File: config.mk
export PLATFORM = sky130hd
export DESIGN_NAME = mc_controller
export DESIGN_NICKNAME = d
export VERILOG_FILES = /design/src/rtl/mc_pkg.sv /design/src/rtl/mc_controller_alu_ctrl.sv /design/src/rtl/mc_controller.sv
export SDC_FILE = /design/constraint.sdc
export NUM_CORES = 1
export LEC_CHECK = 0
export CAP_MARGIN = 20
export CORE_MARGIN = 3
export CORE_UTILIZATION = 52
export CTS_CLUSTER_DIAMETER = 200
export DETAILED_ROUTE_END_ITERATION = 7
export HOLD_SLACK_MARGIN = 0.06
export PLACE_DENSITY = 0.83
export SLEW_MARGIN = 10
export SYNTH_ARGS = -nofsm -noshare
export SYNTH_HDL_FRONTEND = slang
export SYNTH_SLANG_ARGS = --single-unit
File: constraint.sdc
create_clock -name clk -period 4.6 [get_ports clk]
set_clock_uncertainty 0.1 [all_clocks]
set_input_delay 0.46 -clock clk [delete_from_list [all_inputs] [get_ports clk]]
set_output_delay 0.46 -clock clk [all_outputs]
set_load 0.02 [all_outputs]
File: src/rtl/mc_pkg.sv
// Shared encodings for the multicycle controller: opcodes, FSM states, ALU case
// selectors, ALU operation codes and trap causes.
package mc_pkg;

    typedef enum logic [4:0] {
        StIf       = 5'd0,
        StId       = 5'd1,
        StMemAddr  = 5'd2,
        StLwAcc    = 5'd3,
        StLwWb     = 5'd4,
        StSwAcc    = 5'd5,
        StRExec    = 5'd6,
        StRWb      = 5'd7,
        StBeq      = 5'd8,
        StBne      = 5'd9,
        StJ        = 5'd10,
        StJr       = 5'd11,
        StJal      = 5'd12,
        StAddiExec = 5'd13,
        StAndiExec = 5'd14,
        StImmWb    = 5'd15,
        StTrap     = 5'd16
    } state_e;

    typedef enum logic [1:0] {
        AluCaseAdd  = 2'b00,
        AluCaseSub  = 2'b01,
        AluCaseFunc = 2'b10,
        AluCaseAnd  = 2'b11
    } alu_case_e;

    typedef enum logic [1:0] {
        TrapNone    = 2'b00,
        TrapIllegal = 2'b01,
        TrapTimeout = 2'b10
    } trap_cause_e;

    localparam logic [5:0] OpRType = 6'b000000;
    localparam logic [5:0] OpAddi  = 6'b001000;
    localparam logic [5:0] OpAndi  = 6'b001100;
    localparam logic [5:0] OpLw    = 6'b100011;
    localparam logic [5:0] OpSw    = 6'b101011;
    localparam logic [5:0] OpBeq   = 6'b000100;
    localparam logic [5:0] OpBne   = 6'b000101;
    localparam logic [5:0] OpJ     = 6'b000010;
    localparam logic [5:0] OpJal   = 6'b000011;
    localparam logic [5:0] OpJr    = 6'b000001;

    localparam logic [5:0] FuncAdd = 6'b100000;
    localparam logic [5:0] FuncSub = 6'b100010;
    localparam logic [5:0] FuncAnd = 6'b100100;
    localparam logic [5:0] FuncOr  = 6'b100101;
    localparam logic [5:0] FuncSlt = 6'b101010;

    localparam logic [2:0] AluOpAnd = 3'b000;
    localparam logic [2:0] AluOpOr  = 3'b001;
    localparam logic [2:0] AluOpAdd = 3'b010;
    localparam logic [2:0] AluOpSub = 3'b110;
    localparam logic [2:0] AluOpSlt = 3'b111;

endpackage

File: src/rtl/mc_controller_alu_ctrl.sv
// ALU operation decoder: maps the FSM's ALU case and the R-type function field
// onto the 3-bit ALU operation code.
module ALU_Controller
    import mc_pkg::*;
(
    input  logic [5:0] func_i,
    input  alu_case_e  alu_case_i,
    output logic [2:0] alu_op_o
);

    always_comb begin
        alu_op_o = AluOpAdd;
        unique case (alu_case_i)
            AluCaseAdd: alu_op_o = AluOpAdd;
            AluCaseSub: alu_op_o = AluOpSub;
            AluCaseAnd: alu_op_o = AluOpAnd;
            AluCaseFunc: begin
                case (func_i)
                    FuncAdd: alu_op_o = AluOpAdd;
                    FuncSub: alu_op_o = AluOpSub;
                    FuncAnd: alu_op_o = AluOpAnd;
                    FuncOr:  alu_op_o = AluOpOr;
                    FuncSlt: alu_op_o = AluOpSlt;
                    default: alu_op_o = AluOpAdd;
                endcase
            end
            default: alu_op_o = AluOpAdd;
        endcase
    end

endmodule

File: src/rtl/mc_controller.sv
// Multicycle MIPS-style control FSM with memory wait-state timeout, sticky
// trap reporting and a retired-instruction counter.
module mc_controller
    import mc_pkg::*;
#(
    parameter bit          MEM_HANDSHAKE = 1'b1,
    parameter int unsigned TIMEOUT_W     = 4,
    parameter int unsigned RETIRE_W      = 16
) (
    input  logic                clk,
    input  logic                rst,
    input  logic [5:0]          opcode,
    input  logic [5:0]          func,
    input  logic                zero,
    input  logic                mem_ready,
    output logic                mem_read,
    output logic                mem_write,
    output logic                IorD,
    output logic                IR_write,
    output logic                ALU_srcA,
    output logic                reg_write,
    output logic                pc_write_input,
    output logic [1:0]          reg_dst,
    output logic [1:0]          pc_src,
    output logic [1:0]          mem_to_reg,
    output logic [1:0]          ALU_srcB,
    output logic [2:0]          alu_op,
    output logic                trap,
    output logic [1:0]          trap_cause,
    output logic                retire,
    output logic [RETIRE_W-1:0] retired_cnt
);

    // Last count value before the limit 2**TIMEOUT_W-1 would be reached.
    localparam logic [TIMEOUT_W-1:0] WaitLast = {{(TIMEOUT_W-1){1'b1}}, 1'b0};

    state_e               state_q, state_d;
    logic [TIMEOUT_W-1:0] wait_q, wait_d;
    logic [RETIRE_W-1:0]  retired_q, retired_d;
    logic                 trap_q, trap_d;
    trap_cause_e          trap_cause_q, trap_cause_d;

    logic      ready_eff, mem_state, timeout, strobe_en;
    logic      mem_write_m, ir_write_m, reg_write_m, pc_write_m, retire_m;
    logic      beq_cond, bne_cond;
    alu_case_e alu_case;

    assign ready_eff = MEM_HANDSHAKE ? mem_ready : 1'b1;
    assign mem_state = (state_q == StIf) || (state_q == StLwAcc) || (state_q == StSwAcc);
    assign timeout   = mem_state && !ready_eff && (wait_q == WaitLast);
    assign strobe_en = rst && !timeout;

    always_ff @(posedge clk) begin
        if (!rst) begin
            state_q      <= StIf;
            wait_q       <= '0;
            retired_q    <= '0;
            trap_q       <= 1'b0;
            trap_cause_q <= TrapNone;
        end else begin
            state_q      <= state_d;
            wait_q       <= wait_d;
            retired_q    <= retired_d;
            trap_q       <= trap_d;
            trap_cause_q <= trap_cause_d;
        end
    end

    always_comb begin
        state_d = state_q;
        unique case (state_q)
            StIf: begin
                if (timeout)        state_d = StTrap;
                else if (ready_eff) state_d = StId;
            end
            StId: begin
                case (opcode)
                    OpRType: state_d = StRExec;
                    OpAddi:  state_d = StAddiExec;
                    OpAndi:  state_d = StAndiExec;
                    OpLw:    state_d = StMemAddr;
                    OpSw:    state_d = StMemAddr;
                    OpBeq:   state_d = StBeq;
                    OpBne:   state_d = StBne;
                    OpJ:     state_d = StJ;
                    OpJal:   state_d = StJal;
                    OpJr:    state_d = StJr;
                    default: state_d = StTrap;
                endcase
            end
            StMemAddr: state_d = (opcode == OpSw) ? StSwAcc : StLwAcc;
            StLwAcc: begin
                if (timeout)        state_d = StTrap;
                else if (ready_eff) state_d = StLwWb;
            end
            StSwAcc: begin
                if (timeout)        state_d = StTrap;
                else if (ready_eff) state_d = StIf;
            end
            StRExec:                state_d = StRWb;
            StAddiExec, StAndiExec: state_d = StImmWb;
            StLwWb, StRWb, StImmWb, StBeq, StBne, StJ, StJr, StJal: state_d = StIf;
            StTrap:                 state_d = StTrap;
            default:                state_d = StTrap;
        endcase

        if (state_d != state_q)            wait_d = '0;
        else if (mem_state && !ready_eff) wait_d = wait_q + TIMEOUT_W'(1);
        else                               wait_d = wait_q;

        // Cause is latched only on the first entry into TRAP.
        trap_d       = trap_q;
        trap_cause_d = trap_cause_q;
        if (state_d == StTrap && !trap_q) begin
            trap_d       = 1'b1;
            trap_cause_d = timeout ? TrapTimeout : TrapIllegal;
        end

        retired_d = retire ? retired_q + RETIRE_W'(1) : retired_q;
    end

    always_comb begin
        mem_read    = 1'b0;
        IorD        = 1'b0;
        ALU_srcA    = 1'b0;
        reg_dst     = 2'b00;
        pc_src      = 2'b00;
        mem_to_reg  = 2'b00;
        ALU_srcB    = 2'b00;
        alu_case    = AluCaseAdd;
        mem_write_m = 1'b0;
        ir_write_m  = 1'b0;
        reg_write_m = 1'b0;
        pc_write_m  = 1'b0;
        retire_m    = 1'b0;
        beq_cond    = 1'b0;
        bne_cond    = 1'b0;
        unique case (state_q)
            StIf: begin
                mem_read   = 1'b1;
                ALU_srcB   = 2'b01;
                ir_write_m = ready_eff;
                pc_write_m = ready_eff;
            end
            StId:      ALU_srcB = 2'b11;
            StMemAddr: begin
                ALU_srcA = 1'b1;
                ALU_srcB = 2'b10;
            end
            StLwAcc: begin
                mem_read = 1'b1;
                IorD     = 1'b1;
            end
            StLwWb: begin
                reg_write_m = 1'b1;
                mem_to_reg  = 2'b01;
                retire_m    = 1'b1;
            end
            StSwAcc: begin
                mem_write_m = 1'b1;
                IorD        = 1'b1;
                retire_m    = ready_eff;
            end
            StRExec: begin
                ALU_srcA = 1'b1;
                alu_case = AluCaseFunc;
            end
            StRWb: begin
                reg_write_m = 1'b1;
                reg_dst     = 2'b01;
                retire_m    = 1'b1;
            end
            StAddiExec, StAndiExec: begin
                ALU_srcA = 1'b1;
                ALU_srcB = 2'b10;
                alu_case = (state_q == StAndiExec) ? AluCaseAnd : AluCaseAdd;
            end
            StImmWb: begin
                reg_write_m = 1'b1;
                retire_m    = 1'b1;
            end
            StBeq, StBne: begin
                ALU_srcA = 1'b1;
                alu_case = AluCaseSub;
                pc_src   = 2'b10;
                beq_cond = (state_q == StBeq);
                bne_cond = (state_q == StBne);
                retire_m = 1'b1;
            end
            StJ, StJr: begin
                pc_write_m = 1'b1;
                pc_src     = (state_q == StJr) ? 2'b11 : 2'b01;
                retire_m   = 1'b1;
            end
            StJal: begin
                reg_write_m = 1'b1;
                pc_write_m  = 1'b1;
                pc_src      = 2'b01;
                mem_to_reg  = 2'b10;
                reg_dst     = 2'b10;
                retire_m    = 1'b1;
            end
            default: ;
        endcase
    end

    assign mem_write      = mem_write_m & strobe_en;
    assign IR_write       = ir_write_m & strobe_en;
    assign reg_write      = reg_write_m & strobe_en;
    assign retire         = retire_m & strobe_en;
    assign pc_write_input = (pc_write_m | (beq_cond & zero) | (bne_cond & ~zero)) & strobe_en;
    assign trap           = trap_q;
    assign trap_cause     = trap_cause_q;
    assign retired_cnt    = retired_q;

    ALU_Controller u_alu_ctrl (
        .func_i     (func),
        .alu_case_i (alu_case),
        .alu_op_o   (alu_op)
    );

endmodule

==> results <==
- From left edge to right edge, the die measures 66.93 um.
- After detailed routing, the number of remaining DRC violations is 0.
- Of the total power, the share spent switching nets is 0.2655.
- The number of port buffers is 53.
- The total number of placement rows is 21.
- In this run the tightest slew margin relative to its limit is 0.4948.
- TritonCTS built the clock tree.
- The overall die area is 4480 um2.
- Yosys mapped a number of flops with a built-in enable equal to 0.
- Counting along the longest clock path gives a buffer depth of 2.
- Setup repair after global routing left no endpoint under its margin.
- The synthesized netlist occupies a cell area of 1931 um2.
- The pin count of the biggest net entering global routing is 24.
- The number of library cell types mapped by synthesis is 59.
- Along the worst path, the maximum fanout reaches 23.
- The clock-pin slew on the worst setup and hold paths is 0.09 ns.
- The share of synthesized area in the top cell type comes to 0.2903.
- In the synthesized netlist the async set-or-reset flop fraction comes to 0.
- The clock reaches the later pin of the worst-skew pair after 0.28 ns.
- By count the netlist is led by nor2_1 (34), dfxtp_1 (28), nand2_1 (21), nor3_1 (19).
- Synthesis produced 251 cells.
- The number of iterations in the first detailed-routing pass is 4.
- The critical register-to-register path endpoint is wait_q[2].
- VDD sags by at most 0.2403 mV.
- In this run the register-to-register setup slack is 1.82 ns.
- The synthesized-area fraction occupied by ao, oa, aoi and oai cells is 0.1782.
- The total leakage power is 0.8864 nW.
- The initial cell density of the core is 0.5609.
- The critical path ends at retire.
- The congestion estimate from routability-driven global placement came to 0.8562.
- In the routed layout, each cell is associated on average with a via count of 5.858.
- The most used flip-flop cell after synthesis is dfxtp_1.
- The worst setup path is of the flop to output port kind.
- The reg-to-reg critical path startpoint is state_q[1].
- Across every metal layer, demand over resource in global routing totals 0.2325.
- The startpoint of the worst setup timing path is state_q[1].
- Setup violations remaining at the end of the flow were counted as 0.
- Timing analysis after detailed placement gives a worst setup slack of 1.251 ns.
- The net count of the finished layout is 312.
- The share of synthesized area spent on multiplexers is 0.03435.
- The largest family of logic cells by synthesized area is simple AND/OR/NAND/NOR gates.
- The post-synthesis area per instance is 7.692 um2.
- In this run the vertical extent of the chip is 66.93 um.
- Detailed placement finished with a half-perimeter wire length of 3681 um.
- Timing would allow up to 276.1 MHz.
- The simple logic cell fraction of the synthesized area is 0.3487.
- The endpoint arrival time on the critical path is 3.06 ns.
- The via count of the first global-routing pass is 1727.
- The launching element type of the critical path is a flop.
- The run finished with clean final reports.
- In this run, post-CTS hold repair placed 0 buffers.
- The number of cells in the finished layout apart from fillers is 338.
- The overall via count from detail_route is 1980.
- The repair_antennas step left the layout with diodes totalling 0.
- The fraction of the yosys area taken by sequential cells is 0.2903.
- The max-slew violation count is 0.
- The number of buffers inserted to repair setup after CTS is 0.
- The detailed router finished its first iteration with 259 violations.
- The largest total area in the synthesized netlist belongs to dfxtp_1.
- The number of H-tree levels is 1.
- The slew at the pin with the worst max-slew slack is 0.7567 ns.
- The detail route stage leaves a number of antenna-violating nets equal to 0.
- The total area inside the core boundary comes to 3442 um2.
- The shortest clock period the worst path allows after layout is 3.621 ns.
- The initial antenna violation count was 0.
- The share of total power dissipated in the clock network is 0.336.
- The most numerous cell in the Yosys netlist is nor2_1.
- Total power for the finished layout comes to 0.0005726 W.
- The count of max-cap constraint violations is 0.
- From synthesis to final layout, the design area changed by 30.78%.
- Summed over all layers, the routed wires come to 4920 um.
- The total power divided by cell area is 226.8 nW/um2.
- The sum of negative setup slack is 0 ns.
- The wire length of the first global-routing pass is 8031 um.
- The number of clock sinks seen by CTS is 28.
- For this run, the number of Yosys warnings is 0.
- Measured on the finished design, the core utilization comes to 0.7336.
- The power spent charging and discharging nets is 0.0001520 W.
- Of the total synthesized cell area, the portion taken by XOR and XNOR cells is 0.08166.
- Of the cells placed in the final design, the portion with a size suffix greater than 1 is 0.04795.
- The placed instance count is 334.
- In the finished design, the share of the clock period the worst path needs comes to 0.7872.
- The path category of the worst min-delay check is flop to flop.
- The layout filler cell count is 282.
- By area the synthesized netlist is led by dfxtp_1 (29%), nor2_1 (6.6%), nor3_1 (4.9%).
- The worst setup margin is 0.9788 ns.
- Once the clock tree was built, the resizer swapped 0 gates to a different size.
- STA classifies the critical path endpoint as an output port.
- The total CTS buffers is 3.
- After global routing the overflow that remains totals 0.
- In the final routed layout, each cell accounts on average for 14.56 um.
- Of the total synthesized cell area, the portion taken by full adders, half adders and majority gates is 0.01944.
- When the netlist entered floorplanning its net count stood at 270.
- The number of endpoints with negative hold slack in the final report was 0.
- Data on the critical path is required at its endpoint by 4.04 ns.
- The synthesis-stage register bit count is 28.
- Of the total power, combinational logic draws 0.204.
- The tree is rooted in a clkbuf_8.
- The number of primary I/O pins is 54.
- The internal power of the cells totals 0.0004206 W.
- The part of the power in registers is 0.459.
- The cell depth of the worst flop-to-flop path is 6.
-- flip-flops by register name, indices dropped and copies added, names as in the netlist --
signal,cells
trap,1
retired_cnt,16
wait_q,4
state_q,5
trap_cause,2
-- through the flow --
step | hold WS [ns] | cell area [um2]
2_1_floorplan | 0.4368 | 1931
3_3_place_gp | 0.3561 | 2454
3_5_place_dp | 0.3505 | 2454
4_1_cts | 0.3739 | 2525
5_1_grt | 0.4018 | 2525
6_report | 0.3747 | 2525
-- placed cells by master, fill, tap and decap left out, types with 3 or more instances in the layout --
master and count:
nand3_1 11, xor2_1 9, nand2_1 21, o211ai_1 3, nand2b_1 4, nor2b_1 5
dfxtp_1 28, a21oi_1 8, ha_1 3, a211oi_1 3, nor4_1 3, nor2_1 34
clkbuf_8 3, mux2i_1 4, clkdlybuf4s50_1 53, nor3_1 19, xnor2_1 9, a31oi_1 3
inv_1 7, o21ai_0 4, and3_1 8, nand4_1 5
-- critical path, stage by stage (launching register included) --
cell	delay, ns
dfxtp_1	0.82
xor2_1	0.24
o211a_1	0.39
a21oi_2	0.42
and2_1	0.28
clkdlybuf4s50_1	0.63
-- power groups by stage --
| stage | Clock [W] | Combinational (W) | Sequential [W] |
|---|---|---|---|
| 2_1_floorplan | 0 | 0.0000765 | 0.000263 |
| 3_3_place_gp | 0 | 0.000115 | 0.000268 |
| 3_5_place_dp | 0 | 0.000116 | 0.000268 |
| 4_1_cts | 0.000197 | 0.000117 | 0.000263 |
| 5_1_grt | 0.000204 | 0.000127 | 0.000265 |
| 6_report | 0.000193 | 0.000117 | 0.000263 |
-- cells by family (layout without fill, tap and decap cells) --
group / Yosys count / count (layout)
DFF: 28 / 28
muxes: 6 / 6
buffers and inverters: 23 / 64
xor gates and xnor gates: 18 / 18
AOI/OAI and AO/OA: 44 / 44
and+or+nand+nor: 129 / 129
adders and majority gates: 3 / 3
-- worst min-delay path by stage --
stage	from	end	slack [ns]	cells past startpoint
final	trap_cause[1]	trap_cause[1]	0.37	2
after global placement	trap_cause[1]	trap_cause[1]	0.36	2
after CTS	trap_cause[1]	trap_cause[1]	0.37	2
after floorplan	trap_cause[1]	trap_cause[1]	0.44	2
after detailed placement	trap_cause[1]	trap_cause[1]	0.35	2
after global routing	trap_cause[1]	trap_cause[1]	0.40	2
-- area by class of cell --
class,instances,area [um2],area share
multi-input cells,200,1279,0.5064
flip-flops and latches,28,560.5,0.2220
repair buffers,53,530.5,0.2101
well taps,46,57.56,0.02279
clock buffers,3,41.29,0.01635
clock inverters,1,30.03,0.01189
inverters,7,26.28,0.01041
-- routing by layer --
| layer | up-vias | global-route usage | part of all wire |
|---|---|---|---|
| li1 | 994 | - | - |
| met1 | 904 | 0.3436 | 0.48 |
| met2 | 73 | 0.3317 | 0.43 |
| met3 | 9 | 0.04047 | 0.067 |
| met4 | 0 | 0.08608 | 0.015 |
| met5 | - | 0 | 0 |
(Power assumes the default switching activity.)
